File: config.mk
export PLATFORM = sky130hd
export DESIGN_NAME = vga_key_ctrl
export DESIGN_NICKNAME = d
export VERILOG_FILES = /design/src/rtl/vga_key_ctrl.sv
export SDC_FILE = /design/constraint.sdc
export NUM_CORES = 1
export LEC_CHECK = 0
export ABC_CLOCK_PERIOD_IN_PS = 2500
export CAP_MARGIN = 20
export CORE_ASPECT_RATIO = 1.5
export CORE_UTILIZATION = 55
export CTS_BUF_LIST = sky130_fd_sc_hd__clkbuf_4
export DETAILED_ROUTE_END_ITERATION = 6
export PLACE_DENSITY = 0.83
export SYNTH_ARGS = -nofsm -noshare
export SYNTH_HDL_FRONTEND = slang
export SYNTH_SLANG_ARGS = --single-unit
export TNS_END_PERCENT = 50
File: constraint.sdc
create_clock -name CLK -period 2.5 [get_ports CLK]
set_input_delay 0.625 -clock CLK [delete_from_list [all_inputs] [get_ports CLK]]
set_output_delay 0.625 -clock CLK [all_outputs]
set_load 0.02 [all_outputs]
File: src/rtl/vga_key_ctrl.sv
// Debounced active-low push-button front end for the VGA pattern generator:
// clean level, one-cycle press pulse, long-press pulse and a wrapping mode select.
module vga_key_ctrl #(
  parameter int unsigned  DEBOUNCE_CYCLES = 500000,
  parameter int unsigned  LONG_CYCLES     = 50000000,
  parameter int unsigned  NUM_MODES       = 4,
  localparam int unsigned MODE_W          = (NUM_MODES > 2) ? $clog2(NUM_MODES) : 1
) (
  input  logic              CLK,
  input  logic              RESET,
  input  logic              KEY_IN,
  output logic              KEY_LEVEL,
  output logic              PRESS_PULSE,
  output logic              LONG_PRESS,
  output logic [MODE_W-1:0] MODE
);

  localparam int unsigned DB_W   = $clog2(DEBOUNCE_CYCLES);
  localparam int unsigned HOLD_W = $clog2(LONG_CYCLES);

  localparam logic [DB_W-1:0]   DB_LAST   = DB_W'(DEBOUNCE_CYCLES - 1);
  localparam logic [HOLD_W-1:0] HOLD_LAST = HOLD_W'(LONG_CYCLES - 1);
  localparam logic [MODE_W-1:0] MODE_LAST = MODE_W'(NUM_MODES - 1);

  typedef enum logic [1:0] {
    IDLE,
    PRESS_WAIT,
    PRESSED,
    RELEASE_WAIT
  } state_e;

  state_e              state_q, state_d;
  logic                sync1_q, sync1_d;
  logic                sync2_q, sync2_d;
  logic [DB_W-1:0]     cnt_q, cnt_d;
  logic [HOLD_W-1:0]   hold_q, hold_d;
  logic                fired_q, fired_d;
  logic                key_level_q, key_level_d;
  logic                press_pulse_q, press_pulse_d;
  logic                long_press_q, long_press_d;
  logic [MODE_W-1:0]   mode_q, mode_d;

  always_ff @(posedge CLK) begin
    if (RESET) begin
      state_q       <= IDLE;
      sync1_q       <= 1'b1;
      sync2_q       <= 1'b1;
      cnt_q         <= '0;
      hold_q        <= '0;
      fired_q       <= 1'b0;
      key_level_q   <= 1'b0;
      press_pulse_q <= 1'b0;
      long_press_q  <= 1'b0;
      mode_q        <= '0;
    end else begin
      state_q       <= state_d;
      sync1_q       <= sync1_d;
      sync2_q       <= sync2_d;
      cnt_q         <= cnt_d;
      hold_q        <= hold_d;
      fired_q       <= fired_d;
      key_level_q   <= key_level_d;
      press_pulse_q <= press_pulse_d;
      long_press_q  <= long_press_d;
      mode_q        <= mode_d;
    end
  end

  always_comb begin
    sync1_d       = KEY_IN;
    sync2_d       = sync1_q;
    state_d       = state_q;
    cnt_d         = cnt_q;
    hold_d        = hold_q;
    fired_d       = fired_q;
    key_level_d   = key_level_q;
    press_pulse_d = 1'b0;
    long_press_d  = 1'b0;
    mode_d        = mode_q;

    case (state_q)
      IDLE: begin
        if (!sync2_q) begin
          state_d = PRESS_WAIT;
          cnt_d   = '0;
        end
      end
      PRESS_WAIT: begin
        if (sync2_q) begin
          state_d = IDLE;
        end else if (cnt_q == DB_LAST) begin
          state_d       = PRESSED;
          press_pulse_d = 1'b1;
          key_level_d   = 1'b1;
          mode_d        = (mode_q == MODE_LAST) ? '0 : mode_q + 1'b1;
          hold_d        = '0;
          fired_d       = 1'b0;
        end else begin
          cnt_d = cnt_q + 1'b1;
        end
      end
      PRESSED: begin
        if (sync2_q) begin
          state_d = RELEASE_WAIT;
          cnt_d   = '0;
        end else if (hold_q == HOLD_LAST) begin
          // hold counter parks here; fired flag limits the pulse to one per press
          if (!fired_q) begin
            long_press_d = 1'b1;
            mode_d       = '0;
            fired_d      = 1'b1;
          end
        end else begin
          hold_d = hold_q + 1'b1;
        end
      end
      RELEASE_WAIT: begin
        if (!sync2_q) begin
          state_d = PRESSED;
        end else if (cnt_q == DB_LAST) begin
          state_d     = IDLE;
          key_level_d = 1'b0;
        end else begin
          cnt_d = cnt_q + 1'b1;
        end
      end
      default: state_d = IDLE;
    endcase
  end

  assign KEY_LEVEL   = key_level_q;
  assign PRESS_PULSE = press_pulse_q;
  assign LONG_PRESS  = long_press_q;
  assign MODE        = mode_q;

endmodule

# == Word level (Yosys, flattened, before mapping) ==
# Index checks and enable logic that the tools add are counted.
# totals
mem_count,0
mem_bits_rw,0
out_inout_bits,5
rom_bits,0
regBits,55
latchBits,0
# classes
eq_ne,18
muxes,36
reduce_logical,11
addsub,3
mul,0
div_mod_pow,0
shifts,0
bitwise_logic,3
n_lt_le_gt_ge,0
# op_table
operator,n
26-bit 2-to-1 mux,4
19-bit 2-to-1 mux,5
19-bit one-hot mux with 4 select lines,1
26-bit one-hot mux with 2 select lines,1
26-bit by 1-bit adder with 26-bit output (second input constant),1
26-bit equality test (second input constant),1
2-bit 2-to-1 mux,12
2-bit != test (second input constant),10
19-bit by 1-bit adder with 19-bit output (second input constant),1
19-bit equality test (second input constant),1
5-bit AND reduction,3
1-bit 2-to-1 mux,9
2-bit one-hot mux with 4 select lines,1
4-bit AND reduction,2
2-bit equality test (second input constant),3
3-bit != test (second input constant),2
6-bit AND reduction,1
1-bit one-hot mux with 2 select lines,2
2-bit one-hot mux with 2 select lines,1
2-bit nonzero test,2
4-bit OR reduction,1
1-bit NOT,3
3-bit OR reduction,1
2-bit by 1-bit adder with 2-bit output (second input constant),1
other kinds (2),2

# == Depth between registers and ports, before layout ==
# Gate-level depths: netlist of the first run.
# depth
depth_word,5
mapped_depth,7
ltp_nobuf,6

# == Least setup slack after synthesis of the first run ==
# No wires, ideal clock.
# synth_path
path_kind,flip-flop to flip-flop
startpoint,reg hold_q[0]
endpoint,reg mode_q[1] (netlist: MODE[1])
path_stages_with_launch,6
arrival_ps,1929
n_path_buf,0
setup_slack_ps,453
t_required_ps,2383
path_cell_list,dfxtp_1 > ha_1 > nand4_2 > or4_4 > or4_4 > a32o_1
# synth_via
elab_chain_len,3
# synth_rtl
item,line,source
"start, declared",36,"logic [HOLD_W-1:0] hold_q, hold_d;"
"start signal, assigned",60,hold_q <= hold_d;
26-bit equality test,106,end else if (hold_q == HOLD_LAST) begin
2-bit != test (no source line),-,
6-bit AND reduction (no source line),-,
"end signal, assigned",65,mode_q <= mode_d;
"end, declared",41,"logic [MODE_W-1:0] mode_q, mode_d;"
# Every way passes these cells.
# A chain may end at the register's enable or synchronous reset.

# == Worst setup path in the final report of the first run ==
# layout_path
startpoint,reg hold_q[0]
endpoint,reg hold_q[5]
# layout_via
elab_chain_len,4
word_cells_on_any_way,7
# layout_rtl
item,line,source
26-bit by 1-bit adder with 26-bit output,114,hold_d = hold_q + 1'b1;
26-bit 2-to-1 mux,106,
26-bit 2-to-1 mux,103,if (sync2_q) begin
26-bit one-hot mux with 2 select lines,81,case (state_q)
# Several ways; a longest one is shown, not always the timed one. The select of a mux whose other input is x is not followed.

==> impl_metrics.py, run 1 <==
metrics = {
    "critical_path": {
        "critPathLaunchType": "register",
        "worstPathRequired_ns": 2.77,
        "end_kind": "register",
        "slowest_stage": "or4_4",
        "slowest_delay_ns": 0.59,
        "regToRegStartpoint": "hold_q[0]$_SDFFE_PP0P_",
        "r2r_slack_ns": 0.26,
        "worstPathCellList": "ha_1 > nand4_2 > or4_4 > o21ai_2 > buf_4 > or3_1 > a21oi_1",
        "startpoint": "hold_q[0]$_SDFFE_PP0P_",
        "reg2reg_to": "hold_q[5]$_SDFFE_PP0P_",
        "worstSetupEndpoint": "hold_q[5]$_SDFFE_PP0P_",
        "critical_path_class": "reg -> reg",
        "crit_fanout": 8,
        "rr_worst_depth": 7,
        "critical_path_arrival_ns": 2.50,
    },
    "logic_synthesis": {
        "synthMuxAreaShare_pct": 0.667,
        "ys_ff_latch": 55,
        "synth_ff_type": "dfxtp_1",
        "yosys.area_share.simple_pct": 35.9,
        "synthTopCellsByCount": "dfxtp_1 (55), nor2_1 (32), a21oi_1 (24), nand2_1 (24), nand3_1 (23)",
        "yosysSeqAreaShare_pct": 36.7,
        "synth-edff-count": 0,
        "synth_top_area_cell": "dfxtp_1",
        "synth_top_area_share_pct": 36.7,
        "synth.avg_cell_area_um2": 8.32,
        "synth.area.top_cells": "dfxtp_1 (37%), a21oi_1 (4.0%), nor2_1 (4.0%), nand3_1 (3.8%), nand4_1 (3.3%)",
        "synth_top_family_by_area": "simple AND/OR/NAND/NOR gates",
        "synth_warnings": 0,
        "synth.distinct_cells": 63,
        "synth.most_common_cell": "dfxtp_1",
        "synthXorXnorAreaFrac_pct": 4.08,
        "yosys.area_share.adder_pct": 1.25,
        "synth_compound_area_share_pct": 17.6,
        "synthesis.instances": 361,
        "synth_area_um2": 3000,
        "synth_fp_nets": 367,
        "synthArstFlopShare_pct": 0,
    },
    "sta": {
        "maxSlewHeadroom_pct": 63.5,
        "setup_ws_ns": 0.265,
        "worst-slew-pin-transition_ns": 0.546,
        "hold_violations": 0,
        "whs_ns": 0.438,
        "skew_ns": 0.0161,
        "finalSetupViolCount": 0,
        "post-route-min-period_ns": 2.24,
        "fmaxAchievable_ghz": 0.447,
        "setup_tns_ns": 0,
        "finalCritPeriodShare_pct": 89.4,
        "finalMaxSlewViolations": 0,
        "rsz0062_at_grt": "no",
    },
    "global_route": {
        "overflow": 0,
        "groute.usage.overall_pct": 26.3,
        "grt_pass1_wl_mm": 12.1,
        "first_global_vias": 2633,
        "antenna_found_initial": 0,
        "grt_start_max_net_pins": 22,
    },
    "floorplan": {
        "die_area_um2": 5770,
        "io_pins": 8,
        "rows": 32,
        "die_w_um": 62.3,
        "die_h_um": 92.5,
        "core_area_um2": 5200,
        "initial_utilization_pct": 57.7,
    },
    "clocking": {
        "cts_setup_buffers": 0,
        "cts_root_buf": "clkbuf_4",
        "cts_made_buffers": 5,
        "cts_buffer_depth": 2,
        "postCtsHoldBufs": 0,
        "post_cts_resized": 0,
        "cts_tree": "done",
        "cts.clk_slew.worst_paths_ns": 0.16,
        "worstSkewPairLatency_ns": 0.39,
        "clkSinkCount": 55,
        "cts_htree_levels": 2,
    },
    "power": {
        "power_frac_seq_pct": 62.2,
        "internal_power_mw": 1.11,
        "p_sw_uw": 319,
        "p_sw_share_pct": 22.3,
        "total_leakage_power_nw": 1.09,
        "cellPowerDensity_nw_per_um2": 444,
        "p_clk_share_pct": 33.9,
        "combPwrFrac_pct": 3.9,
        "vdd_drop_max_mv": 0.270,
    },
    "routing": {
        "drt_wl_total_mm": 7.21,
        "drtAntennaViolNets": 0,
        "drt_iter0_markers": 242,
        "wl_per_cell_um": 16.6,
        "viasPerCell": 6.51,
        "first_pass_iters": 5,
        "via_count": 2834,
        "post-route-drc-count": 0,
    },
    "finish": {
        "nNetsFinal": 372,
        "antenna_cells": 0,
        "largest_reg_flops": 26,
        "regMostFlops": "hold_q",
        "drive_gt1_share_pct": 8.72,
        "area_growth_pct": 7.13,
    },
    "job": {
        "cap_violations": 0,
    },
    "placement": {
        "dpl.hpwl_mm": 5.32,
        "place_congestion": 1.01,
        "place_ws_ns": 0.291,
        "io_buffers": 7,
    },
    "run_status": {
        "run_status": "complete, no violations",
    },
    "min_path": {
        "hold_class": "reg -> reg",
    },
}
-- critical path, delay by kind of cell (launching register included) --
| family | cells | cell delay [ns] |
|---|---|---|
| AOI/OAI and AO/OA | 2 | 0.36 |
| adders and majority gates | 1 | 0.24 |
| buffers and inverters | 1 | 0.21 |
| DFF | 1 | 0.41 |
| and+or+nand+nor | 3 | 0.88 |
-- power groups by stage --
stage          registers (mW)  logic (mW)  clock network (mW)
2_1_floorplan           0.907      0.0327                   0
3_3_place_gp            0.908      0.0539                   0
3_5_place_dp            0.908      0.0547                   0
4_1_cts                 0.889      0.0550               0.489
5_1_grt                 0.890      0.0602               0.523
6_report                0.889      0.0552               0.485
-- worst min-delay path by stage --
stage | slack [ns] | depth (start not counted) | to | start
after floorplan | 0.39 | 1 | sync2_q$_SDFF_PP1_ | sync1_q$_SDFF_PP1_
after detailed placement | 0.41 | 1 | sync2_q$_SDFF_PP1_ | sync1_q$_SDFF_PP1_
after global routing | 0.45 | 1 | sync2_q$_SDFF_PP1_ | sync1_q$_SDFF_PP1_
after CTS | 0.45 | 1 | sync2_q$_SDFF_PP1_ | sync1_q$_SDFF_PP1_
after global placement | 0.40 | 1 | sync2_q$_SDFF_PP1_ | sync1_q$_SDFF_PP1_
final | 0.44 | 1 | sync2_q$_SDFF_PP1_ | sync1_q$_SDFF_PP1_
-- routing by layer --
layer  part of all wire, %  GRT usage, %  up-vias  wire, um
met5                     0             0        -         0
met4                   4.0          13.2        0       292
met3                   3.9          4.31       27       279
met2                    53          49.8       97      3810
met1                    39          27.6     1333      2830
li1                      -             -     1377         -
-- cell families (layout without fill, tap and decap cells) --
family          Yosys count  after routing
compound gates           79             79
xor+xnor                 14             14
fa+ha+maj                 3              3
buf+inv                  26             32
flops                    55             55
mux                       2              2
simple gates            182            182
-- layout by cell type (no fill, tap or decap), types with 9 or more instances in the layout --
cell type	instances
dfxtp_1	55
nor2_1	32
nand2_1	24
a21oi_1	24
nand3_1	23
nand4_1	16
or3_1	12
and3_1	11
o21ai_0	11
and4_1	10
buf_4	9
-- layout make-up --
cell class,count,area (um^2)
fillers,459,1990
multi-input cells,280,1790
flip-flops and latches,55,1100
repair buffers,16,138
well taps,68,85.1
clock inverters,3,38.8
clock buffers,5,37.5
inverters,8,30.0
-- per-stage QoR --
| step | area, um^2 | total power, mW | instances | utilization (%) |
|---|---|---|---|---|
| 2_1_floorplan | 3000 | 0.940 | 361 | - |
| 3_3_place_gp | 3140 | 0.962 | 427 | 60.3 |
| 3_5_place_dp | 3140 | 0.963 | 427 | 60.3 |
| 4_1_cts | 3220 | 1.43 | 435 | 61.8 |
| 5_1_grt | 3220 | 1.47 | 435 | 61.8 |
| 6_report | 3220 | 1.43 | 435 | 61.8 |
(Power assumes the default switching activity.)
==> run 2: changes to the inputs <==
==> constraint.sdc (replaced) <==
create_clock -name CLK -period 2.5 [get_ports CLK]
set_input_delay 0.625 -clock CLK [delete_from_list [all_inputs] [get_ports CLK]]
set_output_delay 0.625 -clock CLK [all_outputs]
set_load 0.1 [all_outputs]
==> impl_metrics.py, run 2 (same netlist as run 1, synthesis figures left out) <==
metrics = {
    "floorplan": {
        "core_area_um2": 5200,
        "die_h_um": 92.5,
        "io_pins": 8,
        "die_w_um": 62.3,
        "die_area_um2": 5770,
        "rows": 32,
        "initial_utilization_pct": 57.7,
    },
    "clocking": {
        "post_cts_resized": 0,
        "cts_htree_levels": 2,
        "cts_made_buffers": 5,
        "cts_root_buf": "clkbuf_4",
        "worstSkewPairLatency_ns": 0.39,
        "postCtsHoldBufs": 0,
        "cts_tree": "done",
        "clkSinkCount": 55,
        "cts_setup_buffers": 0,
        "cts.clk_slew.worst_paths_ns": 0.17,
        "cts_buffer_depth": 2,
    },
    "finish": {
        "largest_reg_flops": 26,
        "regArea_um2": 1100,
        "regMostFlops": "hold_q",
        "post-route-util_pct": 61.3,
        "antenna_cells": 0,
        "fillers": 480,
        "multi_input_area_um2": 1790,
        "final_common_cell": "dfxtp_1",
        "nNetsFinal": 372,
        "area_growth_pct": 6.29,
        "drive_gt1_share_pct": 10.4,
        "mostFrequentLayoutCells": "dfxtp_1 (55), nor2_1 (32), nand2_1 (24), a21oi_1 (24), nand3_1 (23)",
    },
    "critical_path": {
        "crit_fanout": 8,
        "worstPathRequired_ns": 2.76,
        "r2r_slack_ns": 0.24,
        "critPathLaunchType": "register",
        "slowest_delay_ns": 0.60,
        "worstPathCellList": "ha_1 > nand4_2 > or4_4 > o21ai_2 > buf_4 > or3_1 > a21oi_1",
        "slowest_stage": "or4_4",
        "critical_path_class": "reg -> reg",
        "critical_path_arrival_ns": 2.52,
        "rr_worst_depth": 7,
        "regToRegStartpoint": "hold_q[0]$_SDFFE_PP0P_",
        "cp_top_family": "simple AND/OR/NAND/NOR gates",
        "end_kind": "register",
        "crit_buf_inv": 1,
        "reg2reg_to": "hold_q[17]$_SDFFE_PP0P_",
    },
    "global_route": {
        "grt_start_max_net_pins": 22,
        "groute.usage.overall_pct": 26.5,
        "overflow": 0,
        "grt_pass1_wl_mm": 12.4,
        "antenna_found_initial": 0,
        "first_global_vias": 2812,
    },
    "routing": {
        "drtAntennaViolNets": 0,
        "drt_wl_total_mm": 7.19,
        "first_pass_iters": 4,
        "wl_met1_mm": 2.68,
        "met3_length_um": 249,
        "drt_iter0_markers": 206,
        "via_count": 2845,
        "top_layer_used": "met4",
        "wl_per_cell_um": 16.5,
        "viasPerCell": 6.54,
        "post-route-drc-count": 0,
        "route.met2.wl_mm": 3.87,
    },
    "run_status": {
        "run_status": "complete, no violations",
    },
    "power": {
        "cellPowerDensity_nw_per_um2": 433,
        "vdd_drop_max_mv": 0.289,
        "p_total_mw": 1.38,
        "total_leakage_power_nw": 1.10,
    },
    "sta": {
        "worst-slew-pin-transition_ns": 0.581,
        "setup_tns_ns": 0,
        "finalCritPeriodShare_pct": 90.3,
        "maxSlewHeadroom_pct": 61.1,
        "finalSetupViolCount": 0,
        "fmaxAchievable_ghz": 0.443,
        "hold_violations": 0,
        "rsz0062_at_grt": "no",
        "finalMaxSlewViolations": 0,
        "post-route-min-period_ns": 2.26,
        "skew_ns": 0.0170,
    },
    "job": {
        "cap_violations": 0,
    },
    "placement": {
        "io_buffers": 7,
        "dpl.hpwl_mm": 5.47,
        "place_congestion": 1.00,
    },
    "min_path": {
        "holdCritStartpoint": "sync1_q$_SDFF_PP1_",
        "min_to": "sync2_q$_SDFF_PP1_",
        "hold_class": "reg -> reg",
        "whs_path_depth": 1,
    },
}
-- run 2: layer usage --
metal	global-route usage [%]	vias up
li1	-	1372
met1	26.4	1353
met2	51.4	77
met3	3.69	43
met4	15.3	0
met5	0	-
-- run 2: stage by stage --
stage	setup slack, ns	cell area (um^2)	hold WS [ns]	std cells
final	0.243	3190	0.438	435
after global routing	0.106	3190	0.454	435
after CTS	0.257	3190	0.443	435
after detailed placement	0.278	3130	0.399	427
after global placement	0.362	3130	0.397	427
after floorplan	0.453	3000	0.389	361
-- run 2: layout make-up --
class	count	area share, %
multi-input combinational	280	56.0
tap	68	2.67
timing repair buffer	16	3.92
clock buffer	5	1.18
clock inverter	3	0.823
sequential	55	34.5
inverter	8	0.941
-- run 2: worst register-to-register path: stages (launching register included) --
cell and delay [ns]:
dfxtp_1 0.42, ha_1 0.25, nand4_2 0.20, or4_4 0.60, o21ai_2 0.29, buf_4 0.21
or3_1 0.11, a21oi_1 0.06
-- run 2: worst max-delay path by stage --
stage,startpoint,to,slack (ns),cells past startpoint
floorplan,hold_q[0]$_SDFFE_PP0P_,MODE[1]$_SDFFE_PP0P_,0.45,5
global placement,hold_q[0]$_SDFFE_PP0P_,hold_q[9]$_SDFFE_PP0P_,0.36,7
detailed placement,hold_q[0]$_SDFFE_PP0P_,hold_q[9]$_SDFFE_PP0P_,0.28,7
CTS,hold_q[0]$_SDFFE_PP0P_,hold_q[9]$_SDFFE_PP0P_,0.26,7
global route,hold_q[0]$_SDFFE_PP0P_,hold_q[17]$_SDFFE_PP0P_,0.11,7
finish,hold_q[0]$_SDFFE_PP0P_,hold_q[17]$_SDFFE_PP0P_,0.24,7
-- run 2: where the power goes --
| group | switching [mW] | internal [mW] |
|---|---|---|
| registers | 0.00695 | 0.883 |
| logic | 0.0513 | 0.0206 |
| clock network | 0.300 | 0.120 |
| total | 0.358 | 1.02 |
==> run 3: changes to the inputs <==
--- a/config.mk
+++ b/config.mk
@@ -7,11 +7,13 @@
 export LEC_CHECK = 0
 export ABC_CLOCK_PERIOD_IN_PS = 2500
 export CAP_MARGIN = 20
+export CELL_PAD_IN_SITES_DETAIL_PLACEMENT = 2
+export CELL_PAD_IN_SITES_GLOBAL_PLACEMENT = 2
 export CORE_ASPECT_RATIO = 1.5
-export CORE_UTILIZATION = 55
+export CORE_UTILIZATION = 39
 export CTS_BUF_LIST = sky130_fd_sc_hd__clkbuf_4
 export DETAILED_ROUTE_END_ITERATION = 6
-export PLACE_DENSITY = 0.83
+export PLACE_DENSITY = 0.92
 export SYNTH_ARGS = -nofsm -noshare
 export SYNTH_HDL_FRONTEND = slang
 export SYNTH_SLANG_ARGS = --single-unit
==> impl_metrics.py, run 3 (same netlist as run 1, synthesis figures left out) <==
metrics = {
    "min_path": {
        "whs_path_depth": 1,
        "hold_class": "reg -> reg",
    },
    "sta": {
        "hold_violations": 0,
        "skew_ns": 0.0105,
        "finalCritPeriodShare_pct": 93.9,
        "worst-slew-pin-transition_ns": 0.603,
        "post-route-min-period_ns": 2.35,
        "whs_ns": 0.453,
        "setup_tns_ns": 0,
        "rsz0062_at_grt": "no",
        "setup_ws_ns": 0.153,
        "finalMaxSlewViolations": 0,
        "fmaxAchievable_ghz": 0.426,
        "maxSlewHeadroom_pct": 59.5,
        "finalSetupViolCount": 0,
    },
    "global_route": {
        "overflow": 0,
        "groute.usage.overall_pct": 26.5,
        "grtUsageMet2_pct": 52.4,
        "grt_use_met1_pct": 24.6,
        "first_global_vias": 3275,
        "top_usage_layer": "met2",
        "antenna_found_initial": 0,
        "met3_usage_pct": 3.57,
        "grt_pass1_wl_mm": 16.0,
        "grt_start_max_net_pins": 22,
    },
    "critical_path": {
        "regToRegStartpoint": "hold_q[0]$_SDFFE_PP0P_",
        "startpoint": "hold_q[0]$_SDFFE_PP0P_",
        "critical_path_class": "reg -> reg",
        "end_kind": "register",
        "critPathLaunchType": "register",
        "worstPathRequired_ns": 2.85,
        "reg2reg_to": "hold_q[2]$_SDFFE_PP0P_",
        "r2r_slack_ns": 0.15,
        "worstSetupEndpoint": "hold_q[2]$_SDFFE_PP0P_",
        "crit_fanout": 10,
        "rr_worst_depth": 7,
        "critical_path_arrival_ns": 2.69,
    },
    "finish": {
        "nNetsFinal": 377,
        "regArea_um2": 1100,
        "antenna_cells": 0,
        "multi_input_area_um2": 1790,
        "final_common_cell": "dfxtp_1",
        "regMostFlops": "hold_q",
        "largest_reg_flops": 26,
        "fillers": 890,
        "drive_gt1_share_pct": 11.3,
        "fin_cells": 472,
        "mostFrequentLayoutCells": "dfxtp_1 (55), nor2_1 (32), nand2_1 (24), a21oi_1 (24), nand3_1 (23)",
        "design_area_um2": 3260,
        "area_growth_pct": 8.67,
        "post-route-util_pct": 44.6,
    },
    "power": {
        "p_sw_uw": 371,
        "power_frac_seq_pct": 63.7,
        "combPwrFrac_pct": 5.4,
        "p_total_mw": 1.40,
        "p_clk_share_pct": 31.0,
        "total_leakage_power_nw": 1.12,
        "vdd_drop_max_mv": 0.255,
        "p_sw_share_pct": 26.6,
        "cellPowerDensity_nw_per_um2": 428,
        "internal_power_mw": 1.03,
    },
    "clocking": {
        "cts_root_buf": "clkbuf_4",
        "cts_tree": "done",
        "cts_made_buffers": 5,
        "postCtsHoldBufs": 0,
        "worstSkewPairLatency_ns": 0.40,
        "cts_buffer_depth": 2,
        "cts.clk_slew.worst_paths_ns": 0.17,
        "post_cts_resized": 0,
        "clkSinkCount": 55,
        "cts_setup_buffers": 0,
        "cts_htree_levels": 2,
    },
    "routing": {
        "post-route-drc-count": 0,
        "via_count": 2970,
        "drtAntennaViolNets": 0,
        "viasPerCell": 6.29,
        "drt_wl_total_mm": 9.82,
        "drt_iter0_markers": 94,
        "wl_per_cell_um": 20.8,
        "first_pass_iters": 4,
    },
    "placement": {
        "place_ws_ns": 0.202,
        "place_congestion": 0.835,
        "dp.cells": 464,
        "placed_cell_area_um2": 3210,
        "dpl.hpwl_mm": 7.35,
        "io_buffers": 7,
    },
    "floorplan": {
        "io_pins": 8,
        "die_h_um": 109,
        "rows": 38,
        "die_area_um2": 8060,
        "die_w_um": 73.6,
        "initial_utilization_pct": 41.0,
        "core_area_um2": 7320,
    },
    "run_status": {
        "run_status": "complete, no violations",
    },
    "job": {
        "cap_violations": 0,
    },
}
[run 3: cell count changes in the layout (fill, tap and decap cells not counted), sizes merged]
cell / delta
inv: -2
clkbuf: +1
clkinv: +1
buf: +5
[run 3: worst min path at each step]
stage / startpoint / endpoint / slack (ns)
2_1_floorplan: sync1_q$_SDFF_PP1_ / sync2_q$_SDFF_PP1_ / 0.39
3_5_place_dp: sync1_q$_SDFF_PP1_ / sync2_q$_SDFF_PP1_ / 0.41
6_report: sync1_q$_SDFF_PP1_ / sync2_q$_SDFF_PP1_ / 0.45
4_1_cts: sync1_q$_SDFF_PP1_ / sync2_q$_SDFF_PP1_ / 0.46
5_1_grt: sync1_q$_SDFF_PP1_ / sync2_q$_SDFF_PP1_ / 0.48
3_3_place_gp: sync1_q$_SDFF_PP1_ / sync2_q$_SDFF_PP1_ / 0.40
[run 3: power by group through the flow]
stage / logic [mW] / clock network, mW / registers [mW]
4_1_cts: 0.0759 / 0.441 / 0.889
5_1_grt: 0.0811 / 0.470 / 0.890
2_1_floorplan: 0.0328 / 0 / 0.924
3_5_place_dp: 0.0758 / 0 / 0.907
6_report: 0.0753 / 0.432 / 0.889
3_3_place_gp: 0.0732 / 0 / 0.907
[run 3: layout make-up]
| cell class | instances | area share (%) |
|---|---|---|
| inverters | 8 | 0.920 |
| well taps | 100 | 3.83 |
| clock inverters | 2 | 0.383 |
| clock buffers | 6 | 1.38 |
| multi-input cells | 280 | 54.8 |
| repair buffers | 21 | 4.98 |
| flip-flops and latches | 55 | 33.7 |
[run 3: layer usage]
layer / routed length, um / share of wire [%] / up-vias
li1: - / - / 1382
met1: 3670 / 37 / 1519
met2: 5540 / 56 / 37
met3: 154 / 1.6 / 32
met4: 453 / 4.6 / 0
met5: 0 / 0 / -
[run 3: worst max-delay path, cell delays in order (launching register included)]
cell and delay (ns):
dfxtp_1 0.44, ha_1 0.25, nand4_2 0.20, or4_4 0.58
o21ai_2 0.37, buf_4 0.22, a31oi_1 0.09, mux2i_1 0.15
==> variant (config.mk and constraints of run 1) <==
Encoding of `state_e`: now one-hot (4 bits for 4 states).
--- a/src/rtl/vga_key_ctrl.sv
+++ b/src/rtl/vga_key_ctrl.sv
@@ -22,11 +22,11 @@
   localparam logic [HOLD_W-1:0] HOLD_LAST = HOLD_W'(LONG_CYCLES - 1);
   localparam logic [MODE_W-1:0] MODE_LAST = MODE_W'(NUM_MODES - 1);
 
-  typedef enum logic [1:0] {
-    IDLE,
-    PRESS_WAIT,
-    PRESSED,
-    RELEASE_WAIT
+  typedef enum logic [3:0] {
+    IDLE         = 4'b0001,
+    PRESS_WAIT   = 4'b0010,
+    PRESSED      = 4'b0100,
+    RELEASE_WAIT = 4'b1000
   } state_e;
 
   state_e              state_q, state_d;
Function: no difference found for any inputs over 10 cycles, from zero or initial values and one cycle with RESET high; not proved beyond that.
==> variant against run 1 <==
Wire length increased by 16%. Global-route usage up 2.9 points. Area after synthesis rose by 5.3%. Cell area grew 15%. First-iteration DRC count is 46% higher. Sequential cell count up 2. Critical endpoint is now cnt_q[15]$_SDFFE_PP0P_. Worst setup slack got worse by 0.23 ns. Total power grew 31%. Sequential share of layout area is 3.3 points lower.
==> variant: results (changes against run 1) <==
| Metric | Value |
|---|---|
| Outcome | `finished, final reports clean` |
| Synth cell count leaders | `dfxtp_1 (57), nand2_1 (43), nor2_1 (41)` |
| Final clock-cell share | `0.0505 (+0.0267)` |
| Placed cell areas | `0.00345 mm^2 (+9.8%)` |
| Met3 wire len | `437 um (+57%)` |
| CP max stage cell | `a2111oi_0` |
| Distinct cell type count after synthesis | `55 (-13%)` |
| Synth Area in Compound Gates | `0.189 (+0.0129)` |
| Mux contribution to synthesized area | `0.00950 (+0.00283)` |
| H-Tree Depth | `3 (+1)` |
| Via Count | `3244 (+14%)` |
| DRT iter0 DRCs | `353 (+46%)` |
| Clk Latency, worst-skew pair | `0.43 ns (+0.04 ns)` |
| Post-Synth Adder-Cell Area | `0.0119 (-0.000628)` |
| Crit path to | `cnt_q[15]$_SDFFE_PP0P_` |
| Final WL | `8360 um (+16%)` |
| R2r startpoint | `state_q[2]$_SDFFE_PP0P_` |
| Sw power | `435 uW (+37%)` |
| Layout Cells excl Fill | `498 (+14%)` |
| Layout cells sized above 1 | `0.154 (+0.0670)` |
| Multi-input gate area | `0.00193 mm^2 (+8.3%)` |
| Met1 Wirelength | `3210 um (+13%)` |
| CP peak stage delay | `0.68 ns (+0.09 ns)` |
| Num CTS Buffers | `9 (+4)` |
| Nets | `429 (+15%)` |
| Drt first pass iters | `7 (+2)` |
-- variant: changes by cell type after synthesis, moves of 7 or more --
cell	before	now
or3_1	12	5
nor2_1	32	41
clkbuf_1	10	17
nand3_1	23	15
nand2_1	24	43
and4_1	10	0
-- variant: critical path, delay by kind of cell (launching register included) --
kind,cells,cell delay [ns]
AO/OA/AOI/OAI,3,0.95
buffers and inverters,1,0.18
XOR/XNOR,1,0.20
flip-flops,1,0.43
AND/OR/NAND/NOR,2,0.61
-- variant: layer usage --
layer,up-vias,track usage
met3,30,0.0640
met5,-,0
met4,0,0.163
li1,1531,-
met1,1542,0.308
met2,141,0.528
-- variant: power groups by stage --
stage / clock network [mW] / logic [mW] / registers [mW]
2_1_floorplan: 0 / 0.0348 / 0.931
3_3_place_gp: 0 / 0.0557 / 0.932
3_5_place_dp: 0 / 0.0568 / 0.932
4_1_cts: 0.896 / 0.0569 / 0.911
5_1_grt: 0.948 / 0.0639 / 0.912
6_report: 0.900 / 0.0589 / 0.912
